===== src/rtl/axi_burst_req_arbiter_if.sv =====
// Bundles the requester-facing and engine-facing signals of the burst arbiter.
// The arbiter connects through the slave modport; requesters and the engine use master.
interface axi_burst_req_arbiter_if;
  logic        REQ0_VALID;
  logic        REQ0_READY;
  logic        REQ0_WRITE;
  logic [31:0] REQ0_ADDR;
  logic [7:0]  REQ0_LEN;
  logic        REQ0_DONE;
  logic [1:0]  REQ0_RESP;

  logic        REQ1_VALID;
  logic        REQ1_READY;
  logic        REQ1_WRITE;
  logic [31:0] REQ1_ADDR;
  logic [7:0]  REQ1_LEN;
  logic        REQ1_DONE;
  logic [1:0]  REQ1_RESP;

  logic        CMD_VALID;
  logic        CMD_READY;
  logic        CMD_WRITE;
  logic [31:0] CMD_ADDR;
  logic [7:0]  CMD_LEN;
  logic [3:0]  CMD_ID;

  logic        DONE_VALID;
  logic [1:0]  DONE_RESP;
  logic [3:0]  DONE_ID;
  logic        STRAY_DONE;

  modport slave (
    input  REQ0_VALID, REQ0_WRITE, REQ0_ADDR, REQ0_LEN,
    output REQ0_READY, REQ0_DONE, REQ0_RESP,
    input  REQ1_VALID, REQ1_WRITE, REQ1_ADDR, REQ1_LEN,
    output REQ1_READY, REQ1_DONE, REQ1_RESP,
    output CMD_VALID, CMD_WRITE, CMD_ADDR, CMD_LEN, CMD_ID,
    input  CMD_READY,
    input  DONE_VALID, DONE_RESP, DONE_ID,
    output STRAY_DONE
  );

  modport master (
    output REQ0_VALID, REQ0_WRITE, REQ0_ADDR, REQ0_LEN,
    input  REQ0_READY, REQ0_DONE, REQ0_RESP,
    output REQ1_VALID, REQ1_WRITE, REQ1_ADDR, REQ1_LEN,
    input  REQ1_READY, REQ1_DONE, REQ1_RESP,
    input  CMD_VALID, CMD_WRITE, CMD_ADDR, CMD_LEN, CMD_ID,
    output CMD_READY,
    output DONE_VALID, DONE_RESP, DONE_ID,
    input  STRAY_DONE
  );
endinterface


===== src/rtl/axi_burst_req_arbiter.sv =====
// Round-robin scheduler that feeds one burst command at a time from two requesters
// to a single AXI4 burst engine, screening out bursts that cross a 4 KB page.
module axi_burst_req_arbiter #(
  parameter int unsigned BEAT_BYTES = 4,
  parameter int unsigned MAX_LEN    = 16
) (
  input logic                    ACLK,
  input logic                    ARESETn,
  axi_burst_req_arbiter_if.slave bus
);

  typedef enum logic [1:0] {IDLE, ISSUE, BUSY, RESP} state_e;

  state_e      state_q, state_d;
  logic        cmd_valid_q, cmd_valid_d;
  logic        cmd_write_q, cmd_write_d;
  logic [31:0] cmd_addr_q, cmd_addr_d;
  logic [7:0]  cmd_len_q, cmd_len_d;
  logic        owner_q, owner_d;
  logic        last_grant_q, last_grant_d;
  logic [1:0]  req_done_q, req_done_d;
  logic [1:0]  req0_resp_q, req0_resp_d;
  logic [1:0]  req1_resp_q, req1_resp_d;
  logic        stray_q, stray_d;

  logic        sel;
  logic        accept;
  logic        req_write;
  logic [31:0] req_addr;
  logic [7:0]  req_len;
  logic [13:0] beats;
  logic [13:0] end_off;
  logic        burst_err;
  logic        done_match;

  // A lone requester always wins; a tie goes to whoever was not served last.
  always_comb begin
    sel = ~last_grant_q;
    if (bus.REQ0_VALID && !bus.REQ1_VALID) begin
      sel = 1'b0;
    end else if (bus.REQ1_VALID && !bus.REQ0_VALID) begin
      sel = 1'b1;
    end
  end

  assign accept         = (state_q == IDLE) && (bus.REQ0_VALID || bus.REQ1_VALID);
  assign bus.REQ0_READY = accept && !sel;
  assign bus.REQ1_READY = accept && sel;

  assign req_write = sel ? bus.REQ1_WRITE : bus.REQ0_WRITE;
  assign req_addr  = sel ? bus.REQ1_ADDR  : bus.REQ0_ADDR;
  assign req_len   = sel ? bus.REQ1_LEN   : bus.REQ0_LEN;

  // 14 bits hold the page offset plus the largest burst span without wrapping.
  assign beats     = 14'(req_len) + 14'd1;
  assign end_off   = 14'(req_addr[11:0]) + beats * 14'(BEAT_BYTES);
  assign burst_err = (beats > 14'(MAX_LEN)) || (end_off > 14'd4096);

  assign done_match = bus.DONE_VALID && (bus.DONE_ID == {3'b000, owner_q});

  always_comb begin
    // NOTE: every *_d starts from a default so no path through the case leaves a latch.
    state_d      = state_q;
    cmd_valid_d  = cmd_valid_q;
    cmd_write_d  = cmd_write_q;
    cmd_addr_d   = cmd_addr_q;
    cmd_len_d    = cmd_len_q;
    owner_d      = owner_q;
    last_grant_d = last_grant_q;
    req_done_d   = 2'b00;
    req0_resp_d  = 2'b00;
    req1_resp_d  = 2'b00;
    stray_d      = stray_q | (bus.DONE_VALID && !((state_q == BUSY) && done_match));

    unique case (state_q)
      IDLE: begin
        if (accept) begin
          owner_d     = sel;
          cmd_write_d = req_write;
          cmd_addr_d  = req_addr;
          cmd_len_d   = req_len;
          if (burst_err) begin
            state_d         = RESP;
            req_done_d[sel] = 1'b1;
            if (sel) req1_resp_d = 2'b10;
            else     req0_resp_d = 2'b10;
          end else begin
            state_d     = ISSUE;
            cmd_valid_d = 1'b1;
          end
        end
      end
      ISSUE: begin
        if (bus.CMD_READY) begin
          cmd_valid_d = 1'b0;
          state_d     = BUSY;
        end
      end
      BUSY: begin
        if (done_match) begin
          state_d             = RESP;
          req_done_d[owner_q] = 1'b1;
          if (owner_q) req1_resp_d = bus.DONE_RESP;
          else         req0_resp_d = bus.DONE_RESP;
        end
      end
      RESP: begin
        last_grant_d = owner_q;
        state_d      = IDLE;
      end
      default: state_d = IDLE;
    endcase
  end

  always_ff @(posedge ACLK) begin
    // NOTE: state uses non-blocking assignments so every flop samples pre-edge values.
    if (!ARESETn) begin
      state_q      <= IDLE;
      cmd_valid_q  <= 1'b0;
      cmd_write_q  <= 1'b0;
      cmd_addr_q   <= '0;
      cmd_len_q    <= '0;
      owner_q      <= 1'b0;
      last_grant_q <= 1'b1;
      req_done_q   <= 2'b00;
      req0_resp_q  <= 2'b00;
      req1_resp_q  <= 2'b00;
      stray_q      <= 1'b0;
    end else begin
      state_q      <= state_d;
      cmd_valid_q  <= cmd_valid_d;
      cmd_write_q  <= cmd_write_d;
      cmd_addr_q   <= cmd_addr_d;
      cmd_len_q    <= cmd_len_d;
      owner_q      <= owner_d;
      last_grant_q <= last_grant_d;
      req_done_q   <= req_done_d;
      req0_resp_q  <= req0_resp_d;
      req1_resp_q  <= req1_resp_d;
      stray_q      <= stray_d;
    end
  end

  assign bus.CMD_VALID  = cmd_valid_q;
  assign bus.CMD_WRITE  = cmd_write_q;
  assign bus.CMD_ADDR   = cmd_addr_q;
  assign bus.CMD_LEN    = cmd_len_q;
  assign bus.CMD_ID     = {3'b000, owner_q};
  assign bus.REQ0_DONE  = req_done_q[0];
  assign bus.REQ1_DONE  = req_done_q[1];
  assign bus.REQ0_RESP  = req0_resp_q;
  assign bus.REQ1_RESP  = req1_resp_q;
  assign bus.STRAY_DONE = stray_q;

endmodule


===== src/flat_wrapper.sv =====
// flat-port wrapper written by rule: the top's interface ports become plain ports
module axi_burst_req_arbiter_flat 
#(
  parameter int unsigned BEAT_BYTES = 4,
  parameter int unsigned MAX_LEN    = 16
)
  (ACLK, ARESETn, bus_REQ0_VALID, bus_REQ0_WRITE, bus_REQ0_ADDR, bus_REQ0_LEN, bus_REQ0_READY, bus_REQ0_DONE, bus_REQ0_RESP, bus_REQ1_VALID, bus_REQ1_WRITE, bus_REQ1_ADDR, bus_REQ1_LEN, bus_REQ1_READY, bus_REQ1_DONE, bus_REQ1_RESP, bus_CMD_VALID, bus_CMD_WRITE, bus_CMD_ADDR, bus_CMD_LEN, bus_CMD_ID, bus_CMD_READY, bus_DONE_VALID, bus_DONE_RESP, bus_DONE_ID, bus_STRAY_DONE);
  axi_burst_req_arbiter_if bus_i ();
  input logic ACLK;
  input logic ARESETn;
  input wire logic [$bits(bus_i.REQ0_VALID)-1:0] bus_REQ0_VALID;
  input wire logic [$bits(bus_i.REQ0_WRITE)-1:0] bus_REQ0_WRITE;
  input wire logic [$bits(bus_i.REQ0_ADDR)-1:0] bus_REQ0_ADDR;
  input wire logic [$bits(bus_i.REQ0_LEN)-1:0] bus_REQ0_LEN;
  output wire logic [$bits(bus_i.REQ0_READY)-1:0] bus_REQ0_READY;
  output wire logic [$bits(bus_i.REQ0_DONE)-1:0] bus_REQ0_DONE;
  output wire logic [$bits(bus_i.REQ0_RESP)-1:0] bus_REQ0_RESP;
  input wire logic [$bits(bus_i.REQ1_VALID)-1:0] bus_REQ1_VALID;
  input wire logic [$bits(bus_i.REQ1_WRITE)-1:0] bus_REQ1_WRITE;
  input wire logic [$bits(bus_i.REQ1_ADDR)-1:0] bus_REQ1_ADDR;
  input wire logic [$bits(bus_i.REQ1_LEN)-1:0] bus_REQ1_LEN;
  output wire logic [$bits(bus_i.REQ1_READY)-1:0] bus_REQ1_READY;
  output wire logic [$bits(bus_i.REQ1_DONE)-1:0] bus_REQ1_DONE;
  output wire logic [$bits(bus_i.REQ1_RESP)-1:0] bus_REQ1_RESP;
  output wire logic [$bits(bus_i.CMD_VALID)-1:0] bus_CMD_VALID;
  output wire logic [$bits(bus_i.CMD_WRITE)-1:0] bus_CMD_WRITE;
  output wire logic [$bits(bus_i.CMD_ADDR)-1:0] bus_CMD_ADDR;
  output wire logic [$bits(bus_i.CMD_LEN)-1:0] bus_CMD_LEN;
  output wire logic [$bits(bus_i.CMD_ID)-1:0] bus_CMD_ID;
  input wire logic [$bits(bus_i.CMD_READY)-1:0] bus_CMD_READY;
  input wire logic [$bits(bus_i.DONE_VALID)-1:0] bus_DONE_VALID;
  input wire logic [$bits(bus_i.DONE_RESP)-1:0] bus_DONE_RESP;
  input wire logic [$bits(bus_i.DONE_ID)-1:0] bus_DONE_ID;
  output wire logic [$bits(bus_i.STRAY_DONE)-1:0] bus_STRAY_DONE;
  assign bus_i.REQ0_VALID = bus_REQ0_VALID;
  assign bus_i.REQ0_WRITE = bus_REQ0_WRITE;
  assign bus_i.REQ0_ADDR = bus_REQ0_ADDR;
  assign bus_i.REQ0_LEN = bus_REQ0_LEN;
  assign bus_REQ0_READY = bus_i.REQ0_READY;
  assign bus_REQ0_DONE = bus_i.REQ0_DONE;
  assign bus_REQ0_RESP = bus_i.REQ0_RESP;
  assign bus_i.REQ1_VALID = bus_REQ1_VALID;
  assign bus_i.REQ1_WRITE = bus_REQ1_WRITE;
  assign bus_i.REQ1_ADDR = bus_REQ1_ADDR;
  assign bus_i.REQ1_LEN = bus_REQ1_LEN;
  assign bus_REQ1_READY = bus_i.REQ1_READY;
  assign bus_REQ1_DONE = bus_i.REQ1_DONE;
  assign bus_REQ1_RESP = bus_i.REQ1_RESP;
  assign bus_CMD_VALID = bus_i.CMD_VALID;
  assign bus_CMD_WRITE = bus_i.CMD_WRITE;
  assign bus_CMD_ADDR = bus_i.CMD_ADDR;
  assign bus_CMD_LEN = bus_i.CMD_LEN;
  assign bus_CMD_ID = bus_i.CMD_ID;
  assign bus_i.CMD_READY = bus_CMD_READY;
  assign bus_i.DONE_VALID = bus_DONE_VALID;
  assign bus_i.DONE_RESP = bus_DONE_RESP;
  assign bus_i.DONE_ID = bus_DONE_ID;
  assign bus_STRAY_DONE = bus_i.STRAY_DONE;
  axi_burst_req_arbiter #(.BEAT_BYTES(BEAT_BYTES), .MAX_LEN(MAX_LEN)) u_core (.ACLK(ACLK), .ARESETn(ARESETn), .bus(bus_i));
endmodule

===== config.mk =====
export PLATFORM = sky130hd
export DESIGN_NAME = axi_burst_req_arbiter_flat
export DESIGN_NICKNAME = d
export VERILOG_FILES = /design/src/rtl/axi_burst_req_arbiter_if.sv /design/src/rtl/axi_burst_req_arbiter.sv /design/src/flat_wrapper.sv
export SDC_FILE = /design/constraint.sdc
export NUM_CORES = 1
export LEC_CHECK = 0
export ABC_CLOCK_PERIOD_IN_PS = 12650
export BUFFER_PORTS_ARGS = -buffer_cell sky130_fd_sc_hd__buf_4
export CAP_MARGIN = 10
export CORE_MARGIN = 4
export CORE_UTILIZATION = 50
export DETAILED_ROUTE_END_ITERATION = 8
export GPL_TIMING_DRIVEN = 0
export PLACE_DENSITY = 0.86
export SETUP_SLACK_MARGIN = 0.05
export SLEW_MARGIN = 5
export SYNTH_ARGS = -nofsm -noshare
export SYNTH_HDL_FRONTEND = slang
export SYNTH_SLANG_ARGS = --single-unit

===== constraint.sdc =====
create_clock -name ACLK -period 12.65 [get_ports ACLK]
set_input_delay 1.8975 -clock ACLK [delete_from_list [all_inputs] [get_ports ACLK]]
set_output_delay 1.8975 -clock ACLK [all_outputs]
set_load 0.02 [all_outputs]

==> out/qor.yml, run 1 <==
drt-initial-drc-count: 204
numCtsBuffers: 5
worstReg2RegStart: "u_core.last_grant_q$_SDFFE_PN1N_"
cts-root-buf: "clkbuf_8"
hpwl_um: 8063
leakage_nw: 2.030
fin_setup_tns_ns: 0
holdPathStages: 2
synth_edf_count: 0
num_vias: 3497
holdPathEnd: "u_core.bus.CMD_VALID$_SDFFE_PN0P_"
ys_warn_count: 0
irDropWorstVdd_uv: 99.89
cts_sinks: 53
yosysMostFrequentCell: "nor2_1"
grt_antenna_before_repair: 0
drv_slew: 0
track_usage: 0.2639
setup_viol: 0
period_needed_ns: 6.221
ys_ff_latch: 53
routedWlPerCell_um: 16.23
drt_first_pass_iters: 5
die_w_um: 86.14
portBuffers: 144
async_reset_ff_frac: 0
clk_latency_ns: 0.31
relSlewSlack: 0.4561
cp.required_ns: 12.90
area_delta_synth_final_pct: 41.80
drv_cap: 0
status: "finished clean"
seq_area_frac_synth: 0.3475
synth_ff_type: "dfxtp_1"
fin_crit_sh: 0.4918
gp_congestion: 0.9156
arrival_ns: 6.47
io_pins: 149
avgSynthCellArea_um2: 7.848
r2r_cells: 18
fp.dieH_um: 86.14
ys_types: 54
ctsHoldBuffers: 0
routed_wl_um: 10030
design.core.area_mm2: 0.005921
finalHoldViolCount: 0
startpoint: "bus_REQ1_VALID"
grt_pass1_wl_um: 15770
netlist_instances: 389
rsz0062_at_grt: "false"
worstSetupEndpointType: "flip-flop"
avgViaCountPerCell: 5.659
synth_commonest_cells: "55 x nor2_1, 53 x dfxtp_1, 50 x nand2_1, 33 x a21oi_1, 26 x nand3_1"
grt_pass1_vias: 3330
worstPathMaxFanout: 10
r2r_end: "u_core.bus.CMD_VALID$_SDFFE_PN0P_"
synthTopCellsByArea: "dfxtp_1 35%, nor2_1 6.8%, ha_1 6.1%"
cts_buffer_depth: 2
worst_pin_slew_ns: 0.7932
drt.antenna.violating_nets: 0
synthesis.area_mm2: 0.003053
netlist.top_cell.by_area: "dfxtp_1"
grt_start_max_net_pins: 19
overflow: 0
clk_pin_slew_ns: 0.10
r2r_slack_ns: 7.85
startpoint_type: "input port"
drive_gt1_frac: 0.3094
clock_skew_ns: 0.01067
post_cts_buffers: 0
path_class: "input port to flip-flop"
setup_ws_ns: 6.429
powerDensity_mw_per_mm2: 179.0
final_nets: 652
synth_top_area_frac: 0.3475
power_uw: 775.1
max_freq_mhz: 160.8
pre_cts_slack_ns: 6.137
std_cell_rows: 28
h-tree-depth: 2
die_area_mm2: 0.007420
start_util: 0.5156
cts_tree: "yes"
postCtsResizedCells: 0
remaining_drc_errors: 0
hold_start: "u_core.bus.CMD_VALID$_SDFFE_PN0P_"
antennaDiodeCount: 0
hp-class: "flip-flop to flip-flop"
-- stage by stage --
| step | std cells | hold slack (ns) | utilization | instance area, um2 |
|---|---|---|---|---|
| 4_1_cts | 618 | 0.4771 | 0.7312 | 4329 |
| 6_report | 618 | 0.4732 | 0.7312 | 4329 |
| 2_1_floorplan | 391 | 0.5021 | - | 3060 |
| 5_1_grt | 618 | 0.5048 | 0.7312 | 4329 |
| 3_3_place_gp | 610 | 0.4552 | 0.7153 | 4235 |
| 3_5_place_dp | 610 | 0.4602 | 0.7153 | 4235 |
-- state kept, by name (all words and copies together) (netlist names) --
| register | cells |
|---|---|
| u_core.bus.STRAY_DONE | 1 |
| u_core.bus.CMD_WRITE | 1 |
| u_core.last_grant_q | 1 |
| u_core.bus.REQ1_RESP | 2 |
| u_core.req_done_q | 2 |
| u_core.bus.CMD_ADDR | 32 |
| u_core.bus.CMD_LEN | 8 |
| u_core.owner_q | 1 |
| u_core.bus.CMD_VALID | 1 |
| u_core.bus.REQ0_RESP | 2 |
| u_core.state_q | 2 |
-- report_power, final --
group | switching [mW] | internal (mW) | leakage, nW
logic | 0.257 | 0.178 | 1.55
clock network | 0.0607 | 0.0401 | 0.0447
registers | 0.0268 | 0.212 | 0.437
total | 0.344 | 0.431 | 2.03
-- kinds of logic after synthesis --
logic type | synth area share
and+or+nand+nor | 0.2529
DFF | 0.3475
adders and majority gates | 0.06803
AOI/OAI and AO/OA | 0.1951
other | 0.001228
buffers and inverters | 0.05287
xor gates and xnor gates | 0.03156
muxes | 0.05082
-- area by class of cell --
type | instances | area [um2]
clock buffer | 5 | 68.82
sequential | 53 | 1061
timing repair buffer | 144 | 1081
fill | 494 | 1592
multi-input combinational | 301 | 1838
tap | 75 | 93.84
inverter | 10 | 37.54
buffer | 27 | 123.9
clock inverter | 3 | 25.02
-- worst max-delay path, cell delays in order --
cell	delay (ns)
buf_4	0.13
nor2b_2	0.21
a21o_4	0.16
clkbuf_1	0.50
mux2i_1	0.28
inv_1	0.14
ha_1	0.24
inv_1	0.05
a211o_1	0.30
nor4_1	0.26
xnor2_1	0.14
ha_1	0.25
or3_1	0.31
a221oi_1	0.23
nor3_1	0.11
mux2i_1	0.13
nor4_1	0.35
o211ai_1	0.22
or4_1	0.45
o21ai_1	0.09
-- layout by cell type, fill, tap and decap left out, drive strengths merged, types with 7 or more instances in the layout --
master / instances
a211oi: 8
mux2i: 11
a22oi: 21
clkbuf: 24
nor3: 14
a21oi: 34
inv: 11
nor2: 55
nand3: 26
nand2: 50
xor2: 7
buf: 152
ha: 15
dfxtp: 53
-- layer usage --
layer / wire length (um) / share of wire / GRT usage
met5: 0 / 0 / 0
met1: 3732 / 0.37 / 0.3155
met2: 5089 / 0.51 / 0.4730
met3: 1016 / 0.10 / 0.04707
met4: 195 / 0.019 / 0.08777
-- worst max path at each step --
stage | to | slack [ns] | cells past startpoint
6_report | u_core.bus.CMD_VALID$_SDFFE_PN0P_ | 6.43 | 20
3_3_place_gp | u_core.bus.CMD_VALID$_SDFFE_PN0P_ | 6.24 | 20
3_5_place_dp | u_core.bus.CMD_VALID$_SDFFE_PN0P_ | 6.14 | 20
2_1_floorplan | u_core.bus.CMD_VALID$_SDFFE_PN0P_ | 7.14 | 19
5_1_grt | u_core.bus.CMD_VALID$_SDFFE_PN0P_ | 6.17 | 20
4_1_cts | u_core.bus.CMD_VALID$_SDFFE_PN0P_ | 6.45 | 20
Note: power is estimated with default switching activity, not from simulation.
==> inputs of run 2 (changes only) <==
Settings changed: ABC_CLOCK_PERIOD_IN_PS 12650 to 6300, CORE_UTILIZATION 50 to 46, PLACE_DENSITY 0.86 to 0.8.
Clock period 12.65 ns to 6.3 ns, I/O delays scaled along.
==> out/qor.yml, run 2 (synthesized netlist as in run 1, its figures left out) <==
status: "finished clean"
grt_start_max_net_pins: 19  # unchanged
largest_register_ffs: 32  # unchanged
avgViaCountPerCell: 5.410  # -4.4%
holdPathEnd: "u_core.bus.CMD_VALID$_SDFFE_PN0P_"
track_usage: 0.2368  # -0.02716
drv_slew: 0  # unchanged
powerDensity_mw_per_mm2: 359.3  # +100%
design.core.area_mm2: 0.006386  # +7.9%
drt_first_pass_iters: 5  # unchanged
max_freq_mhz: 189.7
routedWlPerCell_um: 16.01  # -1.4%
fin_crit_sh: 0.8366
arrival_ns: 5.51  # -0.96 ns
drive_gt1_frac: 0.3094  # unchanged
worstReg2RegStart: "u_core.last_grant_q$_SDFFE_PN1N_"
holdPathStages: 2  # unchanged
hpwl_um: 8066  # about the same
grt_pass1_vias: 3190  # -4.2%
worstSetupEndpointType: "flip-flop"
fin_setup_tns_ns: 0  # unchanged
die_area_mm2: 0.008004  # +7.9%
fp.dieH_um: 89.47  # +3.9%
cts_sinks: 53  # unchanged
startpoint_type: "input port"
overflow: 0  # unchanged
critical_path_buf_inv_count: 4  # unchanged
worstPathMaxFanout: 10  # unchanged
cp_cell_sequence: "buf_4, nor2b_2, a21o_4, clkbuf_1, mux2i_1, inv_1, ha_1, inv_1, a211o_1, nor4_1, xnor2_1, ha_1, or3_1, a221oi_1, nor3_1, mux2i_1, nor4_1, o211ai_1, or4_1, o21ai_1"
r2r_slack_ns: 1.52  # -6.33 ns
power_mw: 1.557  # +100%
irDropWorstVdd_uv: 247.3  # +150%
rsz0062_at_grt: "false"
clk_latency_ns: 0.30  # about the same
drt-initial-drc-count: 138  # -32%
ctsHoldBuffers: 0  # unchanged
gp_congestion: 0.9658  # +5.5%
worst_pin_slew_ns: 0.7432  # -0.04993 ns
cts-root-buf: "clkbuf_8"
h-tree-depth: 2  # unchanged
antennaDiodeCount: 0  # unchanged
start_util: 0.4781  # -0.03758
layout_common_cells: "148 x buf_4, 55 x nor2_1, 53 x dfxtp_1"
clock_skew_ns: 0.004150  # -0.006524 ns
num_vias: 3354  # -4.1%
portBuffers: 144  # unchanged
r2r_cells: 18  # unchanged
relSlewSlack: 0.4903  # +0.03424
area_delta_synth_final_pct: 41.93  # about the same
leakage_nw: 2.028  # -0.12%
finalHoldViolCount: 0  # unchanged
postCtsResizedCells: 0  # unchanged
clk_pin_slew_ns: 0.10  # about the same
cpLargestDelayFamily: "simple AND/OR/NAND/NOR gates"
post_cts_buffers: 0  # unchanged
cp.required_ns: 6.54  # -6.36 ns
cts_tree: "yes"
routed_wl_um: 9925  # -1.1%
period_needed_ns: 5.271
crit_path_max_incr_delay_ns: 0.48  # -0.02 ns
grt_pass1_wl_um: 14860  # -5.8%
cts_buffer_depth: 2  # unchanged
numCtsBuffers: 5  # unchanged
drt.antenna.violating_nets: 0  # unchanged
std_cell_rows: 29  # +3.6%
remaining_drc_errors: 0  # unchanged
critPathSlowestCell: "clkbuf_1"
io_pins: 149  # unchanged
final_nets: 652  # unchanged
hold_start: "u_core.bus.CMD_VALID$_SDFFE_PN0P_"
setup_viol: 0  # unchanged
final_common_cell: "buf_4"
drv_cap: 0  # unchanged
hp-class: "flip-flop to flip-flop"
die_w_um: 89.47  # +3.9%
path_class: "input port to flip-flop"
r2r_end: "u_core.bus.CMD_VALID$_SDFFE_PN0P_"
grt_antenna_before_repair: 0  # unchanged
[run 2: changes by cell type in the layout (fill, tap and decap cells not counted)]
cell and delta:
clkinv_4 -1, clkinvlp_4 +1, inv_6 -1, inv_8 +1
[run 2: worst max-delay path by stage]
| stage | startpoint | to | slack (ns) | cells after the start |
|---|---|---|---|---|
| finish | bus_REQ1_VALID | u_core.bus.CMD_VALID$_SDFFE_PN0P_ | 1.03 | 20 |
| global route | bus_REQ1_VALID | u_core.bus.CMD_VALID$_SDFFE_PN0P_ | 0.67 | 20 |
| global placement | bus_REQ1_VALID | u_core.bus.CMD_VALID$_SDFFE_PN0P_ | 0.76 | 20 |
| CTS | bus_REQ1_VALID | u_core.bus.CMD_VALID$_SDFFE_PN0P_ | 1.05 | 20 |
| detailed placement | bus_REQ1_VALID | u_core.bus.CMD_VALID$_SDFFE_PN0P_ | 0.74 | 20 |
| floorplan | bus_REQ0_VALID | u_core.bus.CMD_VALID$_SDFFE_PN0P_ | 1.74 | 19 |
[run 2: worst reg2reg max path, stage by stage, from the launching register on]
cell and delay, ns:
dfxtp_1 0.47, a21o_4 0.20, clkbuf_1 0.48, mux2i_1 0.29, inv_1 0.14, ha_1 0.22, inv_1 0.05, a211o_1 0.29
nor4_1 0.36, xnor2_1 0.12, ha_1 0.25, or3_1 0.33, a221oi_1 0.26, nor3_1 0.11, mux2i_1 0.14, nor4_1 0.29
o211ai_1 0.20, or4_1 0.45, o21ai_1 0.08
[run 2: metrics by stage]
step                      std cells  setup slack, ns    util  hold WS, ns  instance area (um2)
after floorplan                 391            1.742       -       0.5021                 3060
after global placement          612           0.7580  0.6636       0.4603                 4238
after detailed placement        612           0.7369  0.6636       0.4587                 4238
after CTS                       620            1.051  0.6785       0.4733                 4333
after global routing            620           0.6696  0.6785       0.4901                 4333
final                           620            1.029  0.6785       0.4701                 4333
[run 2: final cells by class]
class / count / area [um2]
well taps: 77 / 96.34
repair buffers: 144 / 1081
plain buffers: 27 / 123.9
multi-input cells: 301 / 1838
clock inverters: 3 / 26.28
fillers: 576 / 2053
clock buffers: 5 / 68.82
inverters: 10 / 37.54
flip-flops and latches: 53 / 1061
[run 2: report_power, final]
group / internal, mW / switching (mW) / total (mW)
registers: 0.426 / 0.0532 / 0.479
clock network: 0.0811 / 0.122 / 0.203
logic: 0.359 / 0.516 / 0.874
total: 0.866 / 0.691 / 1.56
[run 2: routing by layer]
metal	vias up	track usage	routed length (um)
met3	16	0.04885	809
li1	1673	-	-
met5	-	0	0
met2	126	0.4253	4966
met1	1539	0.2815	3920
met4	0	0.07307	229
==> inputs of run 3 (changes only) <==
Settings changed: ABC_CLOCK_PERIOD_IN_PS 6300 to 4600, CORE_UTILIZATION 46 to 42, PLACE_DENSITY 0.8 to 0.77.
Clock period 6.3 ns to 4.6 ns, I/O delays scaled along.
==> out/qor.yml, run 3 (synthesized netlist as in run 1, its figures left out) <==
status: "finished clean"
grt_start_max_net_pins: 17  # -2
final_nets: 666  # +2.1%
setup_ws_ns: 0.1509  # -0.8782 ns
max_freq_mhz: 224.8
std_cell_rows: 30  # +3.4%
num_vias: 3507  # +4.6%
cpLargestDelayFamily: "simple AND/OR/NAND/NOR gates"
critical_path_buf_inv_count: 1  # -3
cts_buffer_depth: 2  # unchanged
worstSetupEndpointType: "flip-flop"
fin_crit_sh: 0.9672
powerDensity_mw_per_mm2: 480.3  # +34%
fin_setup_tns_ns: 0  # unchanged
irDropWorstVdd_uv: 230.3  # -6.9%
hp-class: "flip-flop to flip-flop"
drive_gt1_frac: 0.3555  # +0.04608
fp.dieH_um: 93.26  # +4.2%
period_needed_ns: 4.449
leakage_nw: 2.117  # +4.4%
relSlewSlack: 0.2922  # -0.1981
antennaDiodeCount: 0  # unchanged
worst_pin_slew_ns: 1.032  # +0.2889 ns
cts_sinks: 53  # unchanged
grt_pass1_wl_um: 15600  # +5.0%
place_area_mm2: 0.004262  # +0.56%
portBuffers: 144  # unchanged
numCtsBuffers: 5  # unchanged
drt.antenna.violating_nets: 0  # unchanged
routed_wl_um: 10430  # +5.1%
design.core.area_mm2: 0.006944  # +8.7%
setup_viol: 0  # unchanged
h-tree-depth: 2  # unchanged
drt_first_pass_iters: 5  # unchanged
startpoint_type: "input port"
crit_path_max_incr_delay_ns: 0.87  # +0.39 ns
r2r_slack_ns: 0.42  # -1.10 ns
layout.cells.non_filler: 653  # +5.3%
startpoint: "bus_REQ0_VALID"
grt_pass1_vias: 3380  # +6.0%
drv_slew: 0  # unchanged
drv_cap: 0  # unchanged
grt_antenna_before_repair: 0  # unchanged
ctsHoldBuffers: 0  # unchanged
final_common_cell: "buf_4"
cp_cell_sequence: "buf_4, nand2b_4, a21oi_4, mux2i_1, or4b_4, xor2_1, ha_1, or3_4, a221oi_2, nor3_2, mux2i_1, nor4_2, o211ai_1, or4_1, o21ai_1"
clk_pin_slew_ns: 0.09  # about the same
clock_skew_ns: 0.005092  # +0.0009420 ns
worstReg2RegStart: "u_core.last_grant_q$_SDFFE_PN1N_"
arrival_ns: 4.69  # -0.82 ns
clk_latency_ns: 0.30  # about the same
cts-root-buf: "clkbuf_8"
fillers: 628  # +9.0%
die_area_mm2: 0.008697  # +8.7%
finalHoldViolCount: 0  # unchanged
pre_cts_slack_ns: -0.7156  # -1.452 ns
fin_area_mm2: 0.004577  # +5.6%
crit_top_cell: "mux2i_1"
die_w_um: 93.26  # +4.2%
hpwl_um: 8035  # -0.38%
io_pins: 149  # unchanged
remaining_drc_errors: 0  # unchanged
start_util: 0.4396  # -0.03842
worstPathMaxFanout: 9  # -1
whs_ns: 0.4771  # +0.006968 ns
track_usage: 0.2200  # -0.01675
fin_util: 0.6591  # -0.01939
routedWlPerCell_um: 15.97  # -0.22%
cp.required_ns: 4.84  # -1.70 ns
gp_congestion: 0.8946  # -7.4%
overflow: 0  # unchanged
cts_tree: "yes"
dp_cells: 631  # +3.1%
avgViaCountPerCell: 5.371  # -0.72%
path_class: "input port to flip-flop"
power_mw: 2.198  # +41%
critPathSlowestCell: "mux2i_1"
area_delta_synth_final_pct: 49.92
layout_common_cells: "162 x buf_4, 54 x nor2_1, 53 x dfxtp_1"
hold_start: "u_core.bus.CMD_VALID$_SDFFE_PN0P_"
largest_register_ffs: 32  # unchanged
drt-initial-drc-count: 204  # +48%
run 3: tightest hold or removal path: cells and delay by family (launching register included):
| kind | cells | cell delay (ns) |
|---|---|---|
| flip-flops | 1 | 0.33 |
| AND/OR/NAND/NOR | 1 | 0.05 |
| AO/OA/AOI/OAI | 1 | 0.06 |
run 3: worst paths after layout:
check	to	cells after the start
max	u_core.bus.CMD_VALID$_SDFFE_PN0P_	15
min	u_core.bus.CMD_VALID$_SDFFE_PN0P_	2
max reg2reg	u_core.bus.CMD_VALID$_SDFFE_PN0P_	18
min reg2reg	u_core.bus.CMD_VALID$_SDFFE_PN0P_	2
run 3: where the power goes:
group          internal [mW]  switching (mW)  leakage [nW]
Sequential             0.584          0.0736         0.437
Clock                  0.109           0.158        0.0456
Combinational          0.533           0.741          1.63
Total                   1.23           0.972          2.12
run 3: layer usage:
layer	global-route usage	routed length [um]	vias to the layer above
met5	0	0	-
met4	0.06227	244	0
met3	0.03540	741	23
met2	0.4086	5287	152
met1	0.2581	4156	1633
li1	-	-	1699
run 3: cell type report:
| type | count | area, um2 | share of cell area |
|---|---|---|---|
| Buffer | 27 | 140.1 | 0.03062 |
| Clock buffer | 6 | 72.57 | 0.01586 |
| Clock inverter | 2 | 13.76 | 0.003007 |
| Inverter | 10 | 37.54 | 0.008201 |
| Multi-Input combinational cell | 301 | 1946 | 0.4251 |
| Sequential cell | 53 | 1061 | 0.2318 |
| Tap cell | 96 | 120.1 | 0.02624 |
| Timing Repair Buffer | 158 | 1186 | 0.2592 |
run 3: repair_timing:
action,4_1_cts,5_1_grt
buffers inserted,1,13
cloned,0,0
setup endpoints to repair,6,6
pin swaps,2,10
resized for setup,6,21
